### src/rtl/exec_unit_if.sv
// Issue, register-file and write-back signals of the execute stage.
// The environment (issuer plus register file) takes the master side; exec_unit takes the slave side.
interface exec_unit_if #(
  parameter int WIDTH = 16,
  parameter int AW    = 4
);
  logic             issue_valid;
  logic             issue_ready;
  logic [2:0]       issue_op;
  logic [AW-1:0]    issue_srcA;
  logic [AW-1:0]    issue_srcB;
  logic [AW-1:0]    issue_dst;
  logic [AW-1:0]    read_addrA;
  logic [AW-1:0]    read_addrB;
  logic [WIDTH-1:0] read_dataA;
  logic [WIDTH-1:0] read_dataB;
  logic             write_en;
  logic [AW-1:0]    write_addr;
  logic [WIDTH-1:0] write_data;
  logic             busy;
  logic             flag_z;
  logic             flag_c;

  modport master (
    output issue_valid, issue_op, issue_srcA, issue_srcB, issue_dst,
    output read_dataA, read_dataB,
    input  issue_ready, read_addrA, read_addrB,
    input  write_en, write_addr, write_data, busy, flag_z, flag_c
  );

  modport slave (
    input  issue_valid, issue_op, issue_srcA, issue_srcB, issue_dst,
    input  read_dataA, read_dataB,
    output issue_ready, read_addrA, read_addrB,
    output write_en, write_addr, write_data, busy, flag_z, flag_c
  );
endinterface

### src/rtl/exec_unit.sv
// Single-issue execute stage: latches operands at accept, runs a one-cycle ALU op or a
// WIDTH-cycle shift-add multiply, then emits one write-back strobe and updates Z/C flags.
module exec_unit #(
  parameter int WIDTH = 16,
  parameter int AW    = 4
) (
  input  logic        clk,
  input  logic        RESET,
  exec_unit_if.slave  io
);
  localparam int CW = $clog2(WIDTH);

  typedef enum logic [1:0] {IDLE, EXEC, WB} state_e;
  typedef enum logic [2:0] {
    OP_ADD, OP_SUB, OP_AND, OP_OR, OP_XOR, OP_SHL, OP_SHR, OP_MUL
  } op_e;

  state_e             state_q;
  op_e                op_q;
  logic [WIDTH-1:0]   a_q, b_q;
  logic [AW-1:0]      dst_q;
  logic [CW-1:0]      cnt_q;
  logic [2*WIDTH-1:0] acc_q;
  logic               flag_z_q, flag_c_q;

  logic [WIDTH-1:0]   res_d;
  logic               carry_d;
  logic [WIDTH:0]     sum_w;
  logic               accept_w;

  assign sum_w    = {1'b0, a_q} + {1'b0, b_q};
  assign accept_w = io.issue_valid & io.issue_ready;

  // NOTE: every variable gets a default before the case so no path leaves it unassigned (no latch).
  always_comb begin
    res_d   = '0;
    carry_d = 1'b0;
    unique case (op_q)
      OP_ADD: begin
        res_d   = sum_w[WIDTH-1:0];
        carry_d = sum_w[WIDTH];
      end
      OP_SUB: begin
        res_d   = a_q - b_q;
        carry_d = (a_q < b_q);
      end
      OP_AND: res_d = a_q & b_q;
      OP_OR:  res_d = a_q | b_q;
      OP_XOR: res_d = a_q ^ b_q;
      OP_SHL: res_d = a_q << b_q[CW-1:0];
      OP_SHR: res_d = a_q >> b_q[CW-1:0];
      OP_MUL: begin
        res_d   = acc_q[WIDTH-1:0];
        carry_d = |acc_q[2*WIDTH-1:WIDTH];
      end
      default: ;
    endcase
  end

  // NOTE: state uses non-blocking assignments so every register samples pre-edge values.
  // NOTE: the datapath latches and accumulator are reset too, since reset must clear all state.
  always_ff @(posedge clk or posedge RESET) begin
    if (RESET) begin
      state_q  <= IDLE;
      op_q     <= OP_ADD;
      a_q      <= '0;
      b_q      <= '0;
      dst_q    <= '0;
      cnt_q    <= '0;
      acc_q    <= '0;
      flag_z_q <= 1'b0;
      flag_c_q <= 1'b0;
    end else begin
      unique case (state_q)
        IDLE: begin
          if (accept_w) begin
            a_q     <= io.read_dataA;
            b_q     <= io.read_dataB;
            op_q    <= op_e'(io.issue_op);
            dst_q   <= io.issue_dst;
            cnt_q   <= '0;
            acc_q   <= '0;
            state_q <= (op_e'(io.issue_op) == OP_MUL) ? EXEC : WB;
          end
        end
        EXEC: begin
          // One multiplier bit per cycle, LSB first; partial product is A shifted by bit index.
          if (b_q[cnt_q]) begin
            acc_q <= acc_q + ({{WIDTH{1'b0}}, a_q} << cnt_q);
          end
          cnt_q <= cnt_q + 1'b1;
          if (cnt_q == CW'(WIDTH - 1)) begin
            state_q <= WB;
          end
        end
        WB: begin
          flag_z_q <= (res_d == '0);
          flag_c_q <= carry_d;
          state_q  <= IDLE;
        end
        default: state_q <= IDLE;
      endcase
    end
  end

  assign io.issue_ready = (state_q == IDLE) & ~RESET;
  assign io.busy        = (state_q != IDLE);
  assign io.read_addrA  = io.issue_srcA;
  assign io.read_addrB  = io.issue_srcB;
  assign io.write_en    = (state_q == WB);
  assign io.write_addr  = (state_q == WB) ? dst_q : '0;
  assign io.write_data  = (state_q == WB) ? res_d : '0;
  assign io.flag_z      = flag_z_q;
  assign io.flag_c      = flag_c_q;
endmodule

### src/flat_wrapper.sv
// flat-port wrapper written by rule: the top's interface ports become plain ports
module exec_unit_flat 
#(
  parameter int WIDTH = 16,
  parameter int AW    = 4
)
  (clk, RESET, io_issue_valid, io_issue_op, io_issue_srcA, io_issue_srcB, io_issue_dst, io_read_dataA, io_read_dataB, io_issue_ready, io_read_addrA, io_read_addrB, io_write_en, io_write_addr, io_write_data, io_busy, io_flag_z, io_flag_c);
  exec_unit_if #(.WIDTH(WIDTH), .AW(AW)) io_i ();
  input  logic clk;
  input  logic RESET;
  input wire logic [$bits(io_i.issue_valid)-1:0] io_issue_valid;
  input wire logic [$bits(io_i.issue_op)-1:0] io_issue_op;
  input wire logic [$bits(io_i.issue_srcA)-1:0] io_issue_srcA;
  input wire logic [$bits(io_i.issue_srcB)-1:0] io_issue_srcB;
  input wire logic [$bits(io_i.issue_dst)-1:0] io_issue_dst;
  input wire logic [$bits(io_i.read_dataA)-1:0] io_read_dataA;
  input wire logic [$bits(io_i.read_dataB)-1:0] io_read_dataB;
  output wire logic [$bits(io_i.issue_ready)-1:0] io_issue_ready;
  output wire logic [$bits(io_i.read_addrA)-1:0] io_read_addrA;
  output wire logic [$bits(io_i.read_addrB)-1:0] io_read_addrB;
  output wire logic [$bits(io_i.write_en)-1:0] io_write_en;
  output wire logic [$bits(io_i.write_addr)-1:0] io_write_addr;
  output wire logic [$bits(io_i.write_data)-1:0] io_write_data;
  output wire logic [$bits(io_i.busy)-1:0] io_busy;
  output wire logic [$bits(io_i.flag_z)-1:0] io_flag_z;
  output wire logic [$bits(io_i.flag_c)-1:0] io_flag_c;
  assign io_i.issue_valid = io_issue_valid;
  assign io_i.issue_op = io_issue_op;
  assign io_i.issue_srcA = io_issue_srcA;
  assign io_i.issue_srcB = io_issue_srcB;
  assign io_i.issue_dst = io_issue_dst;
  assign io_i.read_dataA = io_read_dataA;
  assign io_i.read_dataB = io_read_dataB;
  assign io_issue_ready = io_i.issue_ready;
  assign io_read_addrA = io_i.read_addrA;
  assign io_read_addrB = io_i.read_addrB;
  assign io_write_en = io_i.write_en;
  assign io_write_addr = io_i.write_addr;
  assign io_write_data = io_i.write_data;
  assign io_busy = io_i.busy;
  assign io_flag_z = io_i.flag_z;
  assign io_flag_c = io_i.flag_c;
  exec_unit #(.WIDTH(WIDTH), .AW(AW)) u_core (.clk(clk), .RESET(RESET), .io(io_i));
endmodule
### config.mk
export PLATFORM = sky130hd
export DESIGN_NAME = exec_unit_flat
export DESIGN_NICKNAME = d
export VERILOG_FILES = /design/src/rtl/exec_unit_if.sv /design/src/rtl/exec_unit.sv /design/src/flat_wrapper.sv
export SDC_FILE = /design/constraint.sdc
export NUM_CORES = 1
export LEC_CHECK = 0
export BUFFER_PORTS_ARGS = -buffer_cell sky130_fd_sc_hd__buf_2
export CAP_MARGIN = 5
export CORE_MARGIN = 1
export CORE_UTILIZATION = 55
export CTS_CLUSTER_DIAMETER = 80
export DETAILED_ROUTE_END_ITERATION = 12
export PLACE_DENSITY = 0.77
export SYNTH_ARGS = -nofsm -noshare
export SYNTH_HDL_FRONTEND = slang
export SYNTH_SLANG_ARGS = --single-unit
### constraint.sdc
create_clock -name clk -period 4.9 [get_ports clk]
set_clock_uncertainty 0.05 [all_clocks]
set_input_delay 0.49 -clock clk [delete_from_list [all_inputs] [get_ports clk]]
set_output_delay 0.49 -clock clk [all_outputs]
set_load 0.01 [all_outputs]
[Word-level counts from Yosys, hierarchy flattened]
Cells that the tools add are included.
Storage, ports and cells
  output and inout port bits: 33
  word-level logic and storage cells: 63
  bits in registers: 79
Operators by class
  reduce and logical (&&, ||, !) cells: 10
  bitwise gates (word level): 6
  eq/ne operators: 14
  muxes and demuxes: 15
  order comparisons: 2
  shifts and indexed selects: 3
  $add $sub $neg: 4
Operators by type and width (count)
  $pmux 16 s8: 1
  $mux 32: 2
  $pmux 32 s2: 1
  $add 32x32->32: 1
  $shl 16x4->32: 1
  $add 16x16->17: 1
  $and 16x16->16: 1
  $logic_not 16->1: 1
  $lt 16x16->1: 1
  $mux 16: 1
  $or 16x16->16: 1
  $reduce_or 16->1: 1
  $shl 16x4->16: 1
  $shr 16x4->16: 1
  $sub 16x16->16: 1
  $xor 16x16->16: 1
  $eq 3x3->1 const B: 5
  $mux 4: 2
  $pmux 4 s2: 1
  $eq 3x2->1 const B: 2
  $mux 2: 3
  $ne 2x1->1 const B: 3
  $reduce_and 2->1: 3
  $lt 4x5->1 const B: 1
  15 further kinds: 17

[Logic depth before layout (Yosys ltp)]
Gate-level depths: netlist of the first run.
  depth in word-level cells: 5
  depth in mapped cells: 21
  gate-level depth less buffers: 18

[Worst setup path before layout of the first run]
No wires, ideal clock.
  kind: flip-flop to flip-flop
  from: register u_core.cnt_q[0]
  to: register u_core.acc_q[31]
  path slack: 0.454 ns
  cell stages (with the launch flop): 20
  required time: 4.715 ns
  data arrival time: 4.262 ns
  cell sequence: dfrtp_1 > clkbuf_1 > buf_1 > clkbuf_1 > mux2i_1 > nand2_1 > o31a_1 > a21oi_1 > o22ai_1 > ha_1 > a21oi_1 > o21ai_0 > a2111oi_2 > o31ai_2 > a21oi_1 > o21ai_1 > a211o_1 > o41ai_2 > or2_1 > a21oi_1
On the way
  word-level cells in the longest chain between the ends: 4
  elaborated cells on any way between the ends: 8
  those cells by class: add/sub (1); eq/ne (1); shift (1); mux (4); reduce/logical (1)
RTL lines
  start, declared: line exec_unit.sv:22  | logic [CW-1:0] cnt_q;
  start signal, assigned: line exec_unit.sv:91  | cnt_q <= cnt_q + 1'b1;
  $shl 16x4->32 or $bmux 1 s4 (tied branches): line exec_unit.sv:89, exec_unit.sv:88
  $add 32x32->32 or $mux 1 (tied branches): line exec_unit.sv:89, exec_unit.sv:88
  $mux 32 or $ne 2x1->1 (tied branches)
  $pmux 32 s2 or $reduce_and 3->1 (tied branches)
  end signal, assigned: line exec_unit.sv:89  | acc_q <= acc_q + ({{WIDTH{1'b0}}, a_q} << cnt_q);
  end, declared: line exec_unit.sv:23  | logic [2*WIDTH-1:0] acc_q;
Several ways; a longest one is shown, not always the timed one. The select of a mux whose other input is x is not followed.
A chain may end at the register's enable or synchronous reset.

[Final worst setup path of the first run]
  from: register u_core.a_q[0]
  to: output io_write_data[14]
On the way
  word-level cells in the longest chain between the ends: 3
  elaborated cells on any way between the ends: 6
  those cells by class: add/sub (2); shift (2); mux (2)
RTL lines
  start, declared: line exec_unit.sv:20  | logic [WIDTH-1:0] a_q, b_q;
  start signal, assigned: line exec_unit.sv:77  | a_q <= io.read_dataA;
  $sub 16x16->16, or another cell as far along: line exec_unit.sv:44  | res_d = a_q - b_q;
  $pmux 16 s8 (*): line exec_unit.sv:38  | unique case (op_q)
  $mux 16 (*): line exec_unit.sv:112  | assign io.write_data = (state_q == WB) ? res_d : '0;
  end, declared: line flat_wrapper.sv:23  | output wire logic [$bits(io_i.write_data)-1:0] io_write_data;
Mark *: on every way between the ends. The rest lies on a longest branch, timed or not.

==> qor.csv, run 1 <==
stage,metric,value,unit
critical_path,"Cell Chain, Critical Path","inv_1, ha_1, inv_1, fa_1, nor2b_1, o21ai_0, nand4_1, a31oi_1, o21ai_0, nand2_1, o31ai_1, xnor2_1, a21oi_1, nor2_1, buf_2",
timing,TNS Setup,0,ns
pwr,combinational power share,66.9,%
pwr,Switch Pwr,0.00290,W
logic_synthesis,synthesized area,0.00937,mm²
global_routing,vias in the first global route,8822,
logic_synthesis,"Seq/Total Area, Yosys",21.1,%
clock_network,Clock Latency Late Sink,0.36,ns
timing,Slew headroom,32.3,%
logic_synthesis,number of synthesized register bits,79,
routing,drt drc,0,
routing,routed length per instance,21.5,µm
logic_synthesis,"EDFF count, synth",0,
critical_path,crit path kind,register to primary output,
cells_and_area,P&R area growth vs syn,7.12,%
cells_and_area,"commonest non-fill, non-tap cell in the layout",nand2_1,
critical_path,cell family with most CP delay,compound AO/OA/AOI/OAI gates,
floorplanning,area of the die,0.0176,mm²
timing,slew of the pin with the lowest slew margin,1.01,ns
pwr,sw frac,52.5,%
timing,maximum clock frequency,216,MHz
logic_synthesis,"Avg Cell Area, Syn",7.75,µm²
pwr,Reg power frac,19.7,%
status,status,"complete, no violations",
critical_path,Worst Path Buf+Inv,3,
global_routing,antenna violations before repair,0,
routing,Pre-antenna DRT Iters,9,
cells_and_area,ANT cells,0,
placement,port bufs,66,
logic_synthesis,Post-Synthesis Cells,1210,
placement,hpwl dp,23300,µm
timing,final setup fails,0,
logic_synthesis,Post-synth ARST share,100,%
routing,Via Count,9548,
routing,Via density,6.62,
pwr,Clk pwr share,13.4,%
hold_path,Hold Path Class,input port to async pin,
routing,WL final,31100,µm
timing,unrepaired setup endpoints after global routing,no,
pwr,pwr dens,550,mW/mm²
floorplanning,Die H,133,µm
clock_network,number of setup buffers added after CTS,0,
floorplanning,Starting Density,56.5,%
logic_synthesis,Post-synth top flop,dfrtp_1,
critical_path,CP Capture Type,primary output,
logic_synthesis,Yosys cell types,78,
routing,initial drt markers,1090,
critical_path,Max stage delay on crit path,0.53,ns
floorplanning,I/O pin total,83,
job,Max Cap Violations,0,
pwr,Pint,0.00263,W
clock_network,clk buf depth,2,
timing,Tmin final,4.63,ns
clock_network,CTS Hold Bufs,0,
timing,Tcrit/Tclk final,94.4,%
placement,RD Place Congestion,1.03,
floorplanning,core area,0.0166,mm²
clock_network,clock slew at reported path FFs,0.07,ns
clock_network,CTS sink cnt,79,
clock_network,CTS root buffer,clkbuf_16,
pwr,Max VDD drop,0.365,mV
logic_synthesis,Yosys Warn Count,0,
floorplanning,# rows,47,
critical_path,worst path required time,4.36,ns
pwr,leakage,4.46,nW
floorplanning,DIE WIDTH,133,µm
pwr,Final Power,0.00552,W
clock_network,H-tree levels,3,
critical_path,Worst setup SP type,register,
critical_path,Worst setup startpoint,u_core.a_q[0],
critical_path,worst-path fanout max,9,
cells_and_area,ratio of cells with drive above 1 in the final layout,13.2,%
global_routing,largest net degree at the start of global routing,47,
timing,endpoints failing hold,0,
timing,Final Max Tran Viols,0,
critical_path,critical path's slowest cell,dfrtp_1,
routing,post-route ant nets,0,
critical_path,worst reg2reg startpoint,u_core.a_q[3],
clock_network,clock buffer count from CTS,9,
critical_path,crit path DAT,4.09,ns
clock_network,CTS resizes,0,
global_routing,Total GRT Usage,36.0,%
cells_and_area,nets@finish,1352,
global_routing,first-pass GRT wire length,49100,µm
clock_network,CTS tree,built,
logic_synthesis,total nets after synthesis,1344,
global_routing,GR Overflow Total,0,
cells_and_area,most frequent cells in the layout,"nand2_1, o21ai_0, nor2_1, a21oi_1, ha_1",
==> cell usage after synthesis (19+ instances only) <==
library cell  instances  area, µm²
nor2_1              108        405
nand3_1              35        175
ha_1                 81       1010
inv_1                69        259
mux2i_1              35        350
nor2b_1              19        119
mux4_2               27        608
clkbuf_1             53        199
a21oi_1              89        445
o21ai_0             117        586
dfrtp_1              79       1980
nor3_1               32        160
nand2_1             134        503
o22ai_1              19        119
==> flip-flops by register name, indices dropped and copies added (netlist names) <==
register / flops
u_core.a_q: 16
u_core.acc_q: 32
u_core.b_q: 16
u_core.cnt_q: 4
u_core.dst_q: 4
u_core.io.flag_c: 1
u_core.io.flag_z: 1
u_core.op_q: 3
u_core.state_q: 2
==> power groups by stage <==
stage | sequential [W] | clock, W | combinational, W
after CTS | 0.00107 | 0.000752 | 0.00360
after global routing | 0.00110 | 0.000775 | 0.00402
final | 0.00109 | 0.000741 | 0.00370
after global placement | 0.00107 | 0 | 0.00354
after floorplan | 0.000920 | 0 | 0.00280
after detailed placement | 0.00108 | 0 | 0.00357
==> path summary, 6_finish.rpt <==
path / to / slack [ns] / depth (start not counted)
max: io_write_data[14] / 0.27 / 15
min: u_core.acc_q[28] / 0.22 / 2
max reg2reg: u_core.acc_q[31] / 0.39 / 16
min reg2reg: u_core.dst_q[1] / 0.42 / 2
max in group asynchronous: u_core.b_q[1] / 3.56 / 3
min in group clk: u_core.dst_q[1] / 0.27 / 3
==> through the flow <==
| stage | worst slack [ns] | cell area (µm²) | utilization [%] | hold slack, ns | cells |
|---|---|---|---|---|---|
| floorplan | 0.454 | 9370 | - | 0.387 | 1210 |
| global placement | 0.618 | 9730 | 58.7 | 0.400 | 1427 |
| detailed placement | 0.532 | 9730 | 58.7 | 0.405 | 1427 |
| CTS | 0.390 | 10000 | 60.5 | 0.242 | 1443 |
| global route | 0.0565 | 10000 | 60.5 | 0.276 | 1443 |
| finish | 0.274 | 10000 | 60.5 | 0.219 | 1443 |
==> metal layers <==
metal / vias up / part of all wire [%] / global-route usage (%)
met1: 4568 / 42 / 49.4
met4: 0 / 2.8 / 11.6
met3: 79 / 9.0 / 6.67
li1: 4389 / - / -
met2: 512 / 46 / 57.3
met5: - / 0 / 0
==> cells by family after synthesis <==
family | synth area share, %
AND/OR/NAND/NOR | 19.7
AO/OA/AOI/OAI | 25.9
buffers and inverters | 7.56
adder cells (fa/ha/maj) | 11.5
flip-flops | 21.1
multiplexers | 10.9
XOR/XNOR | 3.36
==> cell type report <==
class	count	area, µm²
timing repair buffer	91	518
tap	220	275
clock buffer	9	225
multi-input combinational	966	6690
clock inverter	7	86.3
sequential	79	1980
fill	1531	6550
inverter	71	268
Note: power is estimated with default switching activity, not from simulation.
==> run 2, diff against run 1 <==
==> constraint.sdc (replaced) <==
create_clock -name clk -period 4.9 [get_ports clk]
set_clock_uncertainty 0.05 [all_clocks]
set_input_delay 0.245 -clock clk [delete_from_list [all_inputs] [get_ports clk]]
set_output_delay 0.245 -clock clk [all_outputs]
set_load 0.01 [all_outputs]
==> run 2 against run 1 <==
  * Sequential share of layout area decreased by 0.068 points
  * Core utilization up 0.21 points
  * Largest power group unchanged
  * Cell count about the same
  * Fmax grew 2.5%
  * Critical path depth grew 1
==> qor.csv, run 2 (synthesized netlist as in run 1, its figures left out) <==
stage,metric,value,unit
timing,Tmin final,4.51,ns
hold_path,hold depth,3,
routing,post-route ant nets,0,
global_routing,met3 Usage GRT,6.55,%
cells_and_area,Finished Layout Cells,1444,
routing,Via Count,9546,
cells_and_area,most frequent cells in the layout,"nand2_1, o21ai_0, nor2_1, a21oi_1, ha_1",
routing,drt drc,0,
floorplanning,area of the die,0.0176,mm²
timing,endpoints failing hold,0,
cells_and_area,"commonest non-fill, non-tap cell in the layout",nand2_1,
timing,unrepaired setup endpoints after global routing,no,
clock_network,CTS tree,built,
timing,maximum clock frequency,221,MHz
clock_network,H-tree levels,3,
timing,Tcrit/Tclk final,92.1,%
hold_path,Min-Delay Startpoint,io_issue_dst[1],
routing,WL final,30200,µm
routing,Via density,6.61,
pwr,Max VDD drop,0.339,mV
critical_path,worst path required time,5.08,ns
clock_network,CTS sink cnt,79,
global_routing,largest net degree at the start of global routing,64,
global_routing,first-pass GRT wire length,47400,µm
cells_and_area,nets@finish,1353,
routing,Pre-antenna DRT Iters,5,
floorplanning,Die H,133,µm
global_routing,Total GRT Usage,34.5,%
critical_path,R2R Setup Slk,0.39,ns
clock_network,CTS root buffer,clkbuf_16,
status,status,"complete, no violations",
placement,port bufs,66,
placement,hpwl dp,22800,µm
global_routing,busiest grt layer,met2,
placement,placed standard-cell area,0.00973,mm²
clock_network,CTS resizes,0,
critical_path,CP Capture Type,register,
global_routing,GR Layer Usage met2,55.0,%
critical_path,worst reg2reg startpoint,u_core.a_q[3],
global_routing,vias in the first global route,8739,
cells_and_area,max FFs per register,32,
cells_and_area,ratio of cells with drive above 1 in the final layout,13.2,%
global_routing,grt met1 use,46.6,%
floorplanning,# rows,47,
cells_and_area,final instance area,0.0101,mm²
hold_path,Hold Path Class,input port to register,
critical_path,worst reg2reg path depth,16,
timing,TNS Setup,0,ns
critical_path,crit path DAT,4.69,ns
timing,final setup fails,0,
clock_network,clock buffer count from CTS,9,
routing,routed length per instance,20.9,µm
floorplanning,Starting Density,56.5,%
placement,placed cells,1427,
clock_network,clk buf depth,2,
critical_path,worst-path fanout max,11,
clock_network,Clock Latency Late Sink,0.36,ns
floorplanning,DIE WIDTH,133,µm
cells_and_area,Largest regs,"u_core.acc_q x32, u_core.a_q x16, u_core.b_q x16",
critical_path,FF-to-FF End,u_core.acc_q[31],
pwr,Final Power,0.00556,W
pwr,pwr dens,552,mW/mm²
placement,RD Place Congestion,1.02,
pwr,leakage,4.48,nW
critical_path,crit path kind,register to register,
job,Max Cap Violations,0,
timing,slew of the pin with the lowest slew margin,0.986,ns
timing,Final Max Tran Viols,0,
global_routing,antenna violations before repair,0,
cells_and_area,P&R area growth vs syn,7.49,%
global_routing,GR Overflow Total,0,
routing,initial drt markers,1100,
clock_network,clock slew at reported path FFs,0.07,ns
cells_and_area,Largest Register,u_core.acc_q,
floorplanning,I/O pin total,83,
critical_path,Worst setup SP type,register,
timing,Slew headroom,34.1,%
cells_and_area,ANT cells,0,
floorplanning,core area,0.0166,mm²
hold_path,Min-Delay Endpoint,u_core.dst_q[1],
run 2: per-layer routing:
metal,routed length [µm],vias up,share of wire (%)
li1,-,4394,-
met4,1060,0,3.5
met1,12500,4517,41
met3,2830,87,9.4
met5,0,-,0
met2,13800,548,46
run 2: how the worst max path moves through the flow:
stage,slack (ns),cells past startpoint,end,startpoint
3_5_place_dp,0.57,17,u_core.acc_q[31],u_core.cnt_q[0]
3_3_place_gp,0.71,16,u_core.acc_q[31],u_core.a_q[3]
2_1_floorplan,0.45,19,u_core.acc_q[31],u_core.cnt_q[0]
4_1_cts,0.48,16,u_core.acc_q[31],u_core.a_q[3]
5_1_grt,0.08,16,u_core.acc_q[29],u_core.cnt_q[0]
6_report,0.39,16,u_core.acc_q[31],u_core.a_q[3]
run 2: what timing repair did:
item | CTS | global route
setup buffers | 0 | 0
hold buffers | 1 | 0
endpoints found under the hold margin | 16 | 0
run 2: power by group:
| part | internal (W) | switching (W) | leakage (nW) |
|---|---|---|---|
| sequential | 0.000793 | 0.000296 | 1.03 |
| clock | 0.000460 | 0.000326 | 0.166 |
| combinational | 0.00143 | 0.00226 | 3.28 |
run 2: worst max-delay path, cell delays in order, from the launching register on:
cell and delay, ns:
dfrtp_1 0.54, inv_1 0.27, nor2_1 0.10, o31a_1 0.30
a21oi_1 0.26, o22ai_1 0.12, ha_1 0.35, a21oi_1 0.27
o21ai_0 0.21, a2111oi_2 0.48, o31ai_2 0.19, a21oi_1 0.26
o21ai_1 0.20, a211o_1 0.33, o41ai_2 0.24, or2_1 0.14
a21oi_1 0.06
run 2: per-stage QoR:
stage          util (%)  hold WS (ns)  setup WS, ns
6_report           60.7        0.0175         0.385
3_3_place_gp       58.7         0.155         0.715
5_1_grt            60.7        0.0135        0.0767
2_1_floorplan         -         0.300         0.454
4_1_cts            60.7       0.00852         0.480
3_5_place_dp       58.7         0.161         0.574
run 2: area by class of cell:
type | instances | area [µm²]
clock buffer | 9 | 225
clock inverter | 7 | 111
fill | 1496 | 6510
inverter | 71 | 268
multi-input combinational | 966 | 6690
sequential | 79 | 1980
tap | 220 | 275
timing repair buffer | 92 | 528
